File: src/rtl/seq_det_counter.sv
// seq_det_counter: detects the ascending symbol run 1,2,...,LEN in a stream
// of SYM_W-bit symbols (one per enabled clock). A strict/relaxed mode input
// controls whether consecutive repeats of a symbol are tolerated. Each
// completed run produces a one-cycle registered pulse on ans and bumps an
// occurrence counter.
//
// Optional feature macro: SEQ_DET_SAT_EN
//   defined   -> cnt saturates at all-ones and ovf is a sticky overflow flag
//   undefined -> cnt wraps modulo 2^CNT_W and ovf is tied to 0
module seq_det_counter #(
    parameter int SYM_W = 2,
    parameter int LEN   = 3,
    parameter int CNT_W = 8
) (
    input  logic             clk,
    input  logic             reset,
    input  logic             en,
    input  logic             strict,
    input  logic [SYM_W-1:0] num,
    input  logic             clr,
    output logic             ans,
    output logic [CNT_W-1:0] cnt,
    output logic             ovf,
    output logic [SYM_W-1:0] stage
);

    // Widened copies so that stage+1 never wraps when compared with num.
    localparam logic [SYM_W:0]   LEN_X  = (SYM_W+1)'(LEN);
    localparam logic [SYM_W-1:0] LEN_S  = SYM_W'(LEN);
    localparam logic [SYM_W-1:0] LEN_M1 = SYM_W'(LEN - 1);
    localparam logic [SYM_W-1:0] ONE_S  = SYM_W'(1);

    logic [SYM_W-1:0] r_stage;
    logic             r_ans;
    logic [CNT_W-1:0] r_cnt;

    logic [SYM_W-1:0] w_stage_nxt;
    logic [SYM_W:0]   w_stage_x;
    logic [SYM_W:0]   w_num_x;
    logic             w_match;
    logic [CNT_W-1:0] w_cnt_nxt;

    assign w_stage_x = {1'b0, r_stage};
    assign w_num_x   = {1'b0, num};

    // A run completes when the stage just below LEN sees the symbol LEN.
    // A repeated LEN at stage LEN is not a new completion.
    assign w_match = en && (r_stage == LEN_M1) && (num == LEN_S);

    // Next match stage: advance on the successor symbol, hold on a relaxed
    // repeat, otherwise restart at 1 (if num is 1) or fall back to 0.
    always_comb begin
        // NOTE: default first so every path assigns the signal and no latch is inferred.
        w_stage_nxt = r_stage;
        if (en) begin
            if ((w_stage_x < LEN_X) && (w_num_x == w_stage_x + (SYM_W+1)'(1))) begin
                w_stage_nxt = r_stage + ONE_S;
            end else if (!strict && (r_stage != '0) && (num == r_stage)) begin
                w_stage_nxt = r_stage;
            end else if (num == ONE_S) begin
                w_stage_nxt = ONE_S;
            end else begin
                w_stage_nxt = '0;
            end
        end
    end

    // Stage register and registered completion pulse.
    always_ff @(posedge clk) begin
        // NOTE: non-blocking assignments for all state so every register samples pre-edge values.
        if (reset) begin
            r_stage <= '0;
            r_ans   <= 1'b0;
        end else begin
            r_stage <= w_stage_nxt;
            r_ans   <= w_match;
        end
    end

`ifdef SEQ_DET_SAT_EN
    logic r_ovf;
    logic w_ovf_nxt;

    // Counter next state: clear wins over increment (a match during clear
    // still counts); increments stop at all-ones and flag the lost match.
    always_comb begin
        w_cnt_nxt = r_cnt;
        w_ovf_nxt = r_ovf;
        if (clr) begin
            w_cnt_nxt = w_match ? CNT_W'(1) : '0;
            w_ovf_nxt = 1'b0;
        end else if (w_match) begin
            if (r_cnt == '1) begin
                w_ovf_nxt = 1'b1;
            end else begin
                w_cnt_nxt = r_cnt + CNT_W'(1);
            end
        end
    end

    // Counter and sticky overflow registers.
    always_ff @(posedge clk) begin
        if (reset) begin
            r_cnt <= '0;
            r_ovf <= 1'b0;
        end else begin
            r_cnt <= w_cnt_nxt;
            r_ovf <= w_ovf_nxt;
        end
    end

    assign ovf = r_ovf;
`else
    // Counter next state: clear wins over increment (a match during clear
    // still counts); increments wrap around.
    always_comb begin
        w_cnt_nxt = r_cnt;
        if (clr) begin
            w_cnt_nxt = w_match ? CNT_W'(1) : '0;
        end else if (w_match) begin
            w_cnt_nxt = r_cnt + CNT_W'(1);
        end
    end

    // Counter register.
    always_ff @(posedge clk) begin
        if (reset) begin
            r_cnt <= '0;
        end else begin
            r_cnt <= w_cnt_nxt;
        end
    end

    assign ovf = 1'b0;
`endif

    assign ans   = r_ans;
    assign cnt   = r_cnt;
    assign stage = r_stage;

endmodule
File: config.mk
export PLATFORM = sky130hd
export DESIGN_NAME = seq_det_counter
export DESIGN_NICKNAME = d
export VERILOG_FILES = /design/src/rtl/seq_det_counter.sv
export SDC_FILE = /design/constraint.sdc
export NUM_CORES = 1
export LEC_CHECK = 0
export CAP_MARGIN = 30
export CORE_MARGIN = 8
export CORE_UTILIZATION = 43
export CTS_CLUSTER_SIZE = 10
export DETAILED_ROUTE_END_ITERATION = 7
export MAX_ROUTING_LAYER = met4
export PLACE_DENSITY = 0.73
export RECOVER_POWER = 50
export REMOVE_ABC_BUFFERS = 1
export SYNTH_ARGS = -nofsm -noshare
export SYNTH_HDL_FRONTEND = slang
export SYNTH_SLANG_ARGS = --single-unit
File: constraint.sdc
create_clock -name clk -period 1.7 [get_ports clk]
set_input_delay 0.34 -clock clk [delete_from_list [all_inputs] [get_ports clk]]
set_output_delay 0.34 -clock clk [all_outputs]
set_load 0.05 [all_outputs]
==> reports/results.tsv, run 1 <==
metric	value	unit
holdPathStages	2	
fp.dieArea	2757	sq um
syn_area	573.1	sq um
slew_violations	0	
hold_class	register to register	
min_period	1.560	ns
clock-sinks	11	
met1_usage	10.63	%
core	1269	sq um
syn2layout_area_growth	34.72	%
syn_inst	63	
fmax	640.9	MHz
fin_crit_sh	91.78	%
remaining_drc_errors	0	
cts_resized	0	
n_antenna_cell	0	
maxSlewHeadroom	59.90	%
first_iter_violations	7	
numCtsBuffers	3	
path_class	primary input to register	
max_cap_viol_count	0	
cts_tree	built	
synthArstFlopShare	0	%
viasPerCell	4.843	
final_antenna_net_count	0	
critPathMaxFanout	4	
synth_edf_count	0	
wirelength	1.231	mm
fin_util	60.85	%
grt_start_max_net_pins	8	
seq_area_frac_synth	38.43	%
drive_above_1_share	19.54	%
grt_overflow_total	0	
initial_core_util	45.17	%
drtPass1Iterations	4	
synth-seq-cells	11	
row_count	13	
clk_path_buf_depth	2	
ff2ff_setup_slack	0.15	ns
grt_usage	10.05	%
ios	19	
nFillCells	121	
met2_usage	14.62	%
synthFlopType	dfxtp_1	
yosysWarnings	0	
wire_per_inst	12.07	um
status	finished, final reports clean	
antenna_found_initial	0	
p_per_area	629.8	nW/um^2
fp.dieH	52.51	um
rsz0062_at_grt	false	
yosysUniqueCellTypes	23	
cellLeakagePower	0.0003494	uW
clk_pin_slew	0.07	ns
finalPower	486.2	uW
end_kind	register	
insertion_delay	0.27	ns
holdBufCountCts	0	
hold_viol	0	
cp.required	1.90	ns
grt_pass1_vias	468	
vdd_drop_max	0.4649	mV
grt_util_met3	4.830	%
hpwl	1.004	mm
grt_pass1_wl	2.007	mm
worst_pin_slew	0.6040	ns
skew	0.001076	ns
avgSynthCellArea	9.096	sq um
cts-root-buf	clkbuf_4	
crit_path_start_kind	primary input	
dr_total_vias	494	
die_w	52.51	um
arrival	1.76	ns
final_nets	99	
port_buffers	17	
grt_busiest_layer	met2	
worstRegToRegCells	6	
cts-htree-levels	1	
post_cts_buffers	0	
finalSetupViolations	0	
place.gp.congestion	0.7581	
==> cells by family after synthesis <==
| logic type | share of synthesized area, % |
|---|---|
| AO/OA/AOI/OAI | 7.860 |
| XOR/XNOR | 12.23 |
| AND/OR/NAND/NOR | 26.86 |
| other | 0.6544 |
| adder cells (fa/ha/maj) | 8.734 |
| buffers and inverters | 5.240 |
| flip-flops | 38.43 |
==> critical path: stages <==
cell,delay [ns]
clkdlybuf4s50_1,0.52
xor2_1,0.20
o41ai_1,0.10
buf_4,0.14
or3b_1,0.34
a21oi_1,0.12
==> stage by stage <==
step	setup TNS (ns)	worst slack (ns)	area [sq um]	hold WS [ns]	std cells
2_1_floorplan	-1.006	-0.2566	550.5	0.4091	60
3_3_place_gp	-0.3653	-0.09611	782.0	0.4779	98
3_5_place_dp	-0.5345	-0.1375	782.0	0.4887	98
4_1_cts	0	0.1286	808.3	0.4994	102
5_1_grt	0	0.04500	772.0	0.5209	102
6_report	0	0.1397	772.0	0.4956	102
==> final timing paths <==
path / end / from
worst max-delay path: stage[0] / num[0]
worst min-delay path: cnt[7] / cnt[7]
worst max register to register: stage[0] / stage[1]
worst min register to register: cnt[7] / cnt[7]
==> power breakdown <==
part	switching (uW)	internal, uW
clock network	85.2	90.8
logic	26.7	23.7
registers	0.891	259
==> state kept, by name, indices dropped and copies added, names as in the netlist <==
name   cells
stage      2
cnt        8
ans        1
==> layout by cell type, fill, tap and decap left out, types with 2 or more instances in the layout <==
cell              n
nor2_1            7
buf_4             6
nand4_1           4
inv_1             2
and3_1            2
xor2_1            7
dfxtp_1          11
a21oi_1           4
nor2b_1           2
ha_1              4
clkbuf_2          4
clkbuf_1          6
clkdlybuf4s50_1   6
clkbuf_4          3
nand2_1           7
==> cells in the mapped netlist (2+ instances only) <==
cell type	number	area, sq um
nor2b_1	2	12.51
and3_1	2	12.51
nand2_1	7	26.28
ha_1	4	50.05
inv_1	2	7.510
xor2_1	7	61.31
nand4_1	4	25.02
dfxtp_1	11	220.2
nor2_1	7	26.28
a21oi_1	4	20.02
==> per-layer routing <==
metal	up-vias	part of all wire [%]
li1	260	-
met1	221	45
met2	13	49
met3	0	6.1
met4	0	0
met5	-	0
==> cell type report <==
class,count,area [sq um],area share [%]
inverters,2,7.507,0.9724
multi-input cells,47,322.8,41.82
flip-flops and latches,11,220.2,28.53
clock buffers,4,26.28,3.404
well taps,15,18.77,2.431
repair buffers,23,176.4,22.85
Power figures use the tool's default switching activity.
==> run 2, diff against run 1 <==
--- a/config.mk
+++ b/config.mk
@@ -8,12 +8,11 @@
 export CAP_MARGIN = 30
 export CORE_MARGIN = 8
 export CORE_UTILIZATION = 43
-export CTS_CLUSTER_SIZE = 10
+export CTS_CLUSTER_SIZE = 8
 export DETAILED_ROUTE_END_ITERATION = 7
 export MAX_ROUTING_LAYER = met4
 export PLACE_DENSITY = 0.73
 export RECOVER_POWER = 50
-export REMOVE_ABC_BUFFERS = 1
 export SYNTH_ARGS = -nofsm -noshare
 export SYNTH_HDL_FRONTEND = slang
 export SYNTH_SLANG_ARGS = --single-unit
==> run 2 against run 1 <==
  * Power increased by 2.0%
  * Cell count increased by 2.0%
  * Non-clock buffer count increased by 2
  * Setup slack got worse by 0.030 ns
  * Register-to-register slack got worse by 0.03 ns
  * Clock skew increased by 0.00059 ns
  * Global-route usage increased by 0.63 points
  * Cell area increased by 4.2%
  * Fmax decreased by 1.9%
  * First-iteration DRC count decreased by 14%
  * Largest power group unchanged
==> reports/results.tsv, run 2 (synthesis gave the netlist of run 1 again) <==
metric	value	unit
dr_total_vias	527	
hold_ws	0.4949	ns
place.gp.congestion	0.8056	
finalSetupViolations	0	
die_w	52.51	um
final_antenna_net_count	0	
antenna_found_initial	0	
wirelength	1.254	mm
grt_busiest_layer	met2	
slew_violations	0	
cp.required	1.89	ns
cts_tree	built	
p_per_area	616.7	nW/um^2
drtPass1Iterations	4	
final_common_cell	clkbuf_1	
row_count	13	
cts-root-buf	clkbuf_4	
max_cap_viol_count	0	
clk_pin_slew	0.07	ns
final_cell_mix	10 x clkbuf_1, 9 x dfxtp_1, 8 x buf_4	
min_period	1.590	ns
final_nets	101	
clock-sinks	11	
grt_util_met3	4.261	%
crit_path_start_kind	primary input	
end_kind	register	
met2_usage	16.21	%
pre_cts_ws	-0.1399	ns
fp.dieArea	2757	sq um
fin_util	63.41	%
hpwl	997.1	um
grt_start_max_net_pins	8	
ff_latch_area	225.2	sq um
wire_per_inst	12.06	um
maxSlewHeadroom	60.34	%
insertion_delay	0.26	ns
hold_class	register to register	
fp.dieH	52.51	um
met1_usage	11.40	%
ios	19	
syn2layout_area_growth	40.39	%
skew	0.001662	ns
core	1269	sq um
timing.final.ws_setup	0.1096	ns
status	finished, final reports clean	
nFillCells	125	
initial_core_util	45.17	%
first_iter_violations	6	
multiInputGateArea	332.8	sq um
grt_pass1_vias	545	
grt_overflow_total	0	
largest_reg_flops	8	
drive_above_1_share	22.47	%
clk_path_buf_depth	2	
grt_pass1_wl	2.166	mm
syn-num-nets	74	
cts-htree-levels	1	
port_buffers	17	
worst_pin_slew	0.5974	ns
hold_viol	0	
numCtsBuffers	3	
tns	0	ns
arrival	1.78	ns
viasPerCell	5.067	
path_class	primary input to register	
grt_usage	10.68	%
n_antenna_cell	0	
cellLeakagePower	0.0003323	uW
vdd_drop_max	0.4240	mV
critPathMaxFanout	4	
remaining_drc_errors	0	
fin_crit_sh	93.55	%
fmax	628.8	MHz
[run 2: what timing repair did]
action,in CTS,in global routing
resized for setup,0,3
setup endpoints to repair,0,1
hold buffers,0,0
setup buffers,0,0
[run 2: path summary, 6_finish.rpt]
check	from	to	slack, ns	cells after the start
setup reg to reg	stage[0]	cnt[7]	0.12	6
setup / recovery	num[0]	stage[0]	0.11	6
hold / removal	cnt[7]	cnt[7]	0.49	2
hold reg to reg	cnt[7]	cnt[7]	0.49	2
[run 2: report_power, final]
group	switching [uW]	internal, uW
Combinational	28.3	28.8
Sequential	2.43	258
Clock	88.2	90.5
[run 2: final cells by class]
cell class	instances	area share (%)
Multi-Input combinational cell	47	41.37
Clock buffer	4	3.266
Timing Repair Buffer	25	24.11
Inverter	2	0.9331
Sequential cell	11	27.99
Tap cell	15	2.333
[run 2: metal layers]
metal	part of all wire, %	up-vias	wire length [um]
li1	-	262	-
met1	40	241	505
met2	48	20	605
met3	9.3	4	117
met4	2.0	0	25
met5	0	-	0
[run 2: worst max-delay path: stages]
cell	delay [ns]
clkdlybuf4s50_1	0.55
xor2_2	0.17
o41ai_1	0.09
buf_4	0.14
or3b_1	0.36
a21oi_1	0.13
[run 2: stage by stage]
| step | cells | instance area [sq um] | total power (uW) |
|---|---|---|---|
| 4_1_cts | 104 | 825.8 | 499.7 |
| 5_1_grt | 104 | 804.5 | 521.7 |
| 2_1_floorplan | 63 | 575.6 | 291.8 |
| 3_5_place_dp | 100 | 799.5 | 324.0 |
| 3_3_place_gp | 100 | 799.5 | 322.9 |
| 6_report | 104 | 804.5 | 496.1 |
==> variant 1, RTL diff (flow settings as in run 1) <==
Add a define of `SEQ_DET_SAT_EN`.
--- a/src/rtl/seq_det_counter.sv
+++ b/src/rtl/seq_det_counter.sv
@@ -9,2 +9,4 @@
 //   undefined -> cnt wraps modulo 2^CNT_W and ovf is tied to 0
+`define SEQ_DET_SAT_EN
+
 module seq_det_counter #(
Check against the original RTL: same outputs for any inputs over 10 cycles, from zero or initial values and one cycle with reset high; that may be too few to reach the edited logic, so the function may still have changed.
==> variant 1 against run 1 <==
  * Cell area increased by 19%
  * Count of clock-buffer cells in the layout unchanged
  * Wire length increased by 29%
  * Clock skew increased by 0.0070 ns
  * Total power increased by 15%
  * Hold slack got worse by 0.025 ns
  * Area after synthesis increased by 14%
  * Sequential cell count increased by 1
  * Register-to-register slack about the same
  * Cell count increased by 12%
  * Critical endpoint is now cnt[5]
  * Global-route usage increased by 1.6 points
  * Utilization increased by 2.4 points
  * Setup slack got worse by 0.021 ns
==> variant 1: results (changes against run 1) <==
metric,value,unit,change
Max VDD drop,0.479,mV,was 0.465 mV
class of the worst hold path,reg2reg,,unchanged
Nets,110,,was 99
Compound-Gate Fraction of Synth Area,19.6,%,was 7.86%
Pre-antenna DRT Iters,3,,was 4
Worst setup startpoint,num[1],,was num[0]
Static Leak,0.407,nW,was 0.349 nW
placer congestion estimate,0.863,,was 0.758
top post-synthesis cells by count,"dfxtp_1, nor2_1, xor2_1, ha_1",,"was dfxtp_1, nand2_1, nor2_1, xor2_1"
Comb. pwr,0.0505,mW,was 0.0504 mW
post-synthesis sequential area ratio,36.9,%,was 38.4%
first-pass GRT wire length,2480,um,was 2010 um
pwr/cell area,605,nW/um^2,was 630 nW/um^2
GR Util met1,11.5,%,was 10.6%
Post-CTS Setup Inserts,0,,unchanged
Synth area leaders,"dfxtp_1, ha_1, xor2_1",,"was dfxtp_1, xor2_1, ha_1"
CTS resizes,0,,unchanged
post-synthesis mux area share,3.08,%,was 0%
largest net degree at the start of global routing,9,,was 8
routed wl met2,831,um,was 602 um
Setup WS pre-CTS,-0.0977,ns,was -0.137 ns
clock network power share,40.1,%,was 36.2%
root buffer cell,clkbuf_4,,unchanged
Post-DP HPWL,1290,um,was 1000 um
Routed Wire Length,1580,um,was 1230 um
Crit Path Max Fanout,5,,was 4
DR WL/cell,13.9,um,was 12.1 um
area share of fa/ha/maj cells after synthesis,7.69,%,was 8.73%
initial antenna violation count,0,,unchanged
Hold Path Origin,ovf,,was cnt[7]
DR iter-0 viols,9,,was 7
Post-Syn Area per Cell,9.57,um^2,was 9.10 um^2
met1 wire length,655,um,was 553 um
number of port buffers,18,,was 17
Post-Synth XOR/XNOR Area,6.73,%,was 12.2%
worst path arrival time,1.79,ns,was 1.76 ns
Global Route Usage Sum,11.6,%,was 10.1%
highest metal used,met4,,was met3
dpl cells,110,,was 98
Sw Ratio,21.4,%,was 23.2%
share of layout cells above drive strength 1,26.5,%,was 19.5%
outcome,"complete, no violations",,unchanged
via count,593,,was 494
"Reg clk slew, reported paths",0.08,ns,
CTS Buffer Depth,2,,unchanged
number of global-route vias before repair,605,,was 468
grt met3 use,3.74,%,was 4.83%
Cell variety after synth,30,,was 23
htree depth,1,,unchanged
Max Clock Skew,0.00806,ns,was 0.00108 ns
final hold vios,0,,unchanged
slew of the pin with the lowest slew margin,0.609,ns,was 0.604 ns
Achievable Freq,633,MHz,was 641 MHz
routed wl met3,79,um,was 75 um
fill count,134,,was 121
met2 Resource Use GR,20.0,%,was 14.6%
[variant 1: cell types whose count changed in the layout (fill, tap and decap cells not counted), sizes merged, moves of 3 or more]
cell	delta
o211ai	+3
nand4	-3
nand2	-5
buf	+3
[variant 1: final cells by class]
type                       instances  area (um^2)  area share, %
timing repair buffer              27          216           23.5
clock buffer                       4         36.3           3.95
sequential                        12          240           26.1
tap                               16         20.0           2.18
inverter                           3         11.3           1.22
multi-input combinational         52          395           43.0
[variant 1: worst max-delay path, stage by stage]
cell,delay (ns)
dlygate4sd3_1,0.62
and4_4,0.30
o211ai_4,0.09
or3_1,0.31
a21oi_1,0.14
[variant 1: worst paths after layout]
check	slack (ns)	depth (start not counted)	end
worst min-delay path	0.47	2	ovf
worst min register to register	0.47	2	ovf
worst max register to register	0.15	6	stage[0]
worst max-delay path	0.12	5	cnt[5]
==> variant 2, RTL diff (flow settings as in run 1) <==
Without the edit above. Register the inputs `en`, `strict` and `num` before use, with the module's reset. The logic sees them one clock later. The other inputs are not delayed to match.
--- a/src/rtl/seq_det_counter.sv
+++ b/src/rtl/seq_det_counter.sv
@@ -32,2 +32,18 @@
 
+    logic en_q;
+    logic strict_q;
+    logic [SYM_W-1:0] num_q;
+
+    always_ff @(posedge clk) begin
+        if (reset) begin
+            en_q     <= '0;
+            strict_q <= '0;
+            num_q    <= '0;
+        end else begin
+            en_q     <= en;
+            strict_q <= strict;
+            num_q    <= num;
+        end
+    end
+
     logic [SYM_W-1:0] r_stage;
@@ -43,3 +59,3 @@
     assign w_stage_x = {1'b0, r_stage};
-    assign w_num_x   = {1'b0, num};
+    assign w_num_x   = {1'b0, num_q};
 
@@ -47,3 +63,3 @@
     // A repeated LEN at stage LEN is not a new completion.
-    assign w_match = en && (r_stage == LEN_M1) && (num == LEN_S);
+    assign w_match = en_q && (r_stage == LEN_M1) && (num_q == LEN_S);
 
@@ -54,8 +70,8 @@
         w_stage_nxt = r_stage;
-        if (en) begin
+        if (en_q) begin
             if ((w_stage_x < LEN_X) && (w_num_x == w_stage_x + (SYM_W+1)'(1))) begin
                 w_stage_nxt = r_stage + ONE_S;
-            end else if (!strict && (r_stage != '0) && (num == r_stage)) begin
+            end else if (!strict_q && (r_stage != '0) && (num_q == r_stage)) begin
                 w_stage_nxt = r_stage;
-            end else if (num == ONE_S) begin
+            end else if (num_q == ONE_S) begin
                 w_stage_nxt = ONE_S;
Check against the original RTL: not equivalent (a bounded check fails within 4 cycles, from zero or initial values and one cycle with reset high).
==> variant 2 against run 1 <==
  * Utilization shrank 3.0 points
  * Wire length grew 1.9%
  * Total power grew 23%
  * Hold slack is essentially flat
  * Cell area grew 12%
  * Area after synthesis grew 18%
  * Setup slack lost 0.0093 ns
  * Count of clock-buffer cells in the layout is the same
  * Sequential share of layout area grew 6.9 points
  * Sequential cell count grew 4
  * Critical endpoint unchanged
==> variant 2: results (changes against run 1) <==
metric,value,unit,change
outcome,"complete, no violations",,unchanged
Routed Wire Length,1260,um,was 1230 um
DR iter-0 viols,9,,was 7
Post-DP Area,855,um^2,was 782 um^2
"Reg clk slew, reported paths",0.09,ns,was 0.07 ns
Crit Path Max Fanout,5,,was 4
number of port buffers,17,,unchanged
Hold Path Origin,cnt[1],,was cnt[7]
via count,530,,was 494
Max VDD drop,0.496,mV,was 0.465 mV
worst path arrival time,1.78,ns,was 1.76 ns
post-synthesis sequential area ratio,44.5,%,was 38.4%
Pre-antenna DRT Iters,5,,was 4
Synth area leaders,"dfxtp_1, xor2_1, ha_1",,unchanged
fill count,135,,was 121
Static Leak,0.356,nW,was 0.349 nW
reg2reg path depth,6,,unchanged
max FFs per register,8,,unchanged
Post-CTS Setup Inserts,0,,unchanged
Post-synth ARST share,0,%,unchanged
Hold EP,cnt[1],,was cnt[7]
top post-synthesis cells by count,"dfxtp_1, nand2_1, nor2_1, xor2_1, nor2b_1",,"was dfxtp_1, nand2_1, nor2_1, xor2_1"
dpl cells,103,,was 98
Post-Syn Area per Cell,9.50,um^2,was 9.10 um^2
initial antenna violation count,0,,unchanged
number of global-route vias before repair,543,,was 468
placer congestion estimate,0.742,,was 0.758
root buffer cell,clkbuf_4,,unchanged
launch point of the worst reg-to-reg path,stage[0],,was stage[1]
R2R Setup Slk,0.13,ns,was 0.15 ns
Non-Filler Instances,107,,was 102
CTS Buffer Depth,2,,unchanged
class of the worst hold path,reg2reg,,unchanged
largest net degree at the start of global routing,9,,was 8
hold depth,2,,unchanged
Max Clock Skew,0.00420,ns,was 0.00108 ns
Post-DP HPWL,1000,um,about the same
share of layout cells above drive strength 1,15.4,%,was 19.5%
Sw Pwr,0.133,mW,was 0.113 mW
slew of the pin with the lowest slew margin,0.601,ns,was 0.604 ns
Cell variety after synth,23,,unchanged
Global Route Usage Sum,8.94,%,was 10.1%
antenna fix cells,0,,unchanged
first-pass GRT wire length,2280,um,was 2010 um
variant 2: logic make-up (layout without fill, tap and decap cells):
group,count (synthesis),after routing,share of synthesized area (%)
and+or+nand+nor,31,31,26.5
xor gates and xnor gates,8,8,10.4
other,1,1,0.556
adders and majority gates,4,4,7.42
buffers and inverters,5,25,4.45
AOI/OAI and AO/OA,7,7,6.12
DFF,15,15,44.5
variant 2: power by group through the flow:
stage / clock network (mW) / logic, mW / registers [mW]
after global routing: 0.225 / 0.0432 / 0.363
final: 0.199 / 0.0395 / 0.361
after CTS: 0.206 / 0.0409 / 0.362
after detailed placement: 0 / 0.0408 / 0.371
after global placement: 0 / 0.0401 / 0.371
after floorplan: 0 / 0.0171 / 0.371
variant 2: final cells by class:
| type | count | share of cell area [%] |
|---|---|---|
| clock buffer | 4 | 3.05 |
| sequential | 15 | 35.5 |
| tap | 16 | 2.33 |
| inverter | 2 | 0.872 |
| timing repair buffer | 19 | 18.3 |
| multi-input combinational | 51 | 40.0 |
variant 2: how the worst max path moves through the flow:
stage | startpoint | to | slack (ns) | cells after the start
after floorplan | stage[1] | cnt[7] | -0.26 | 5
final | stage[0] | stage[0] | 0.13 | 6
after global placement | stage[0] | stage[0] | 0.09 | 5
after CTS | stage[0] | stage[0] | 0.04 | 6
after global routing | stage[0] | stage[0] | 0.002 | 6
after detailed placement | stage[0] | stage[0] | 0.07 | 6
variant 2: through the flow:
step | hold slack (ns) | worst slack [ns] | util [%]
2_1_floorplan | 0.409 | -0.257 | -
3_3_place_gp | 0.485 | 0.0945 | 57.4
3_5_place_dp | 0.492 | 0.0673 | 57.4
4_1_cts | 0.506 | 0.0372 | 59.2
5_1_grt | 0.536 | 0.00224 | 57.8
6_report | 0.496 | 0.130 | 57.8
variant 2: layer usage:
| layer | global-route usage [%] | part of all wire, % | up-vias |
|---|---|---|---|
| li1 | - | - | 276 |
| met1 | 10.4 | 47 | 241 |
| met2 | 13.0 | 47 | 11 |
| met3 | 1.60 | 3.9 | 2 |
| met4 | 7.39 | 2.2 | 0 |
| met5 | - | 0 | - |
variant 2: critical path, stage by stage, from the launching register on:
cell	delay (ns)
dfxtp_4	0.38
inv_1	0.07
ha_1	0.27
nor2b_1	0.18
a21boi_0	0.11
or3b_1	0.37
a21oi_1	0.12
variant 2: repair_timing:
action                     CTS  global route
setup endpoints to repair    0             2
hold buffers                 0             0
gates resized for setup      0             3
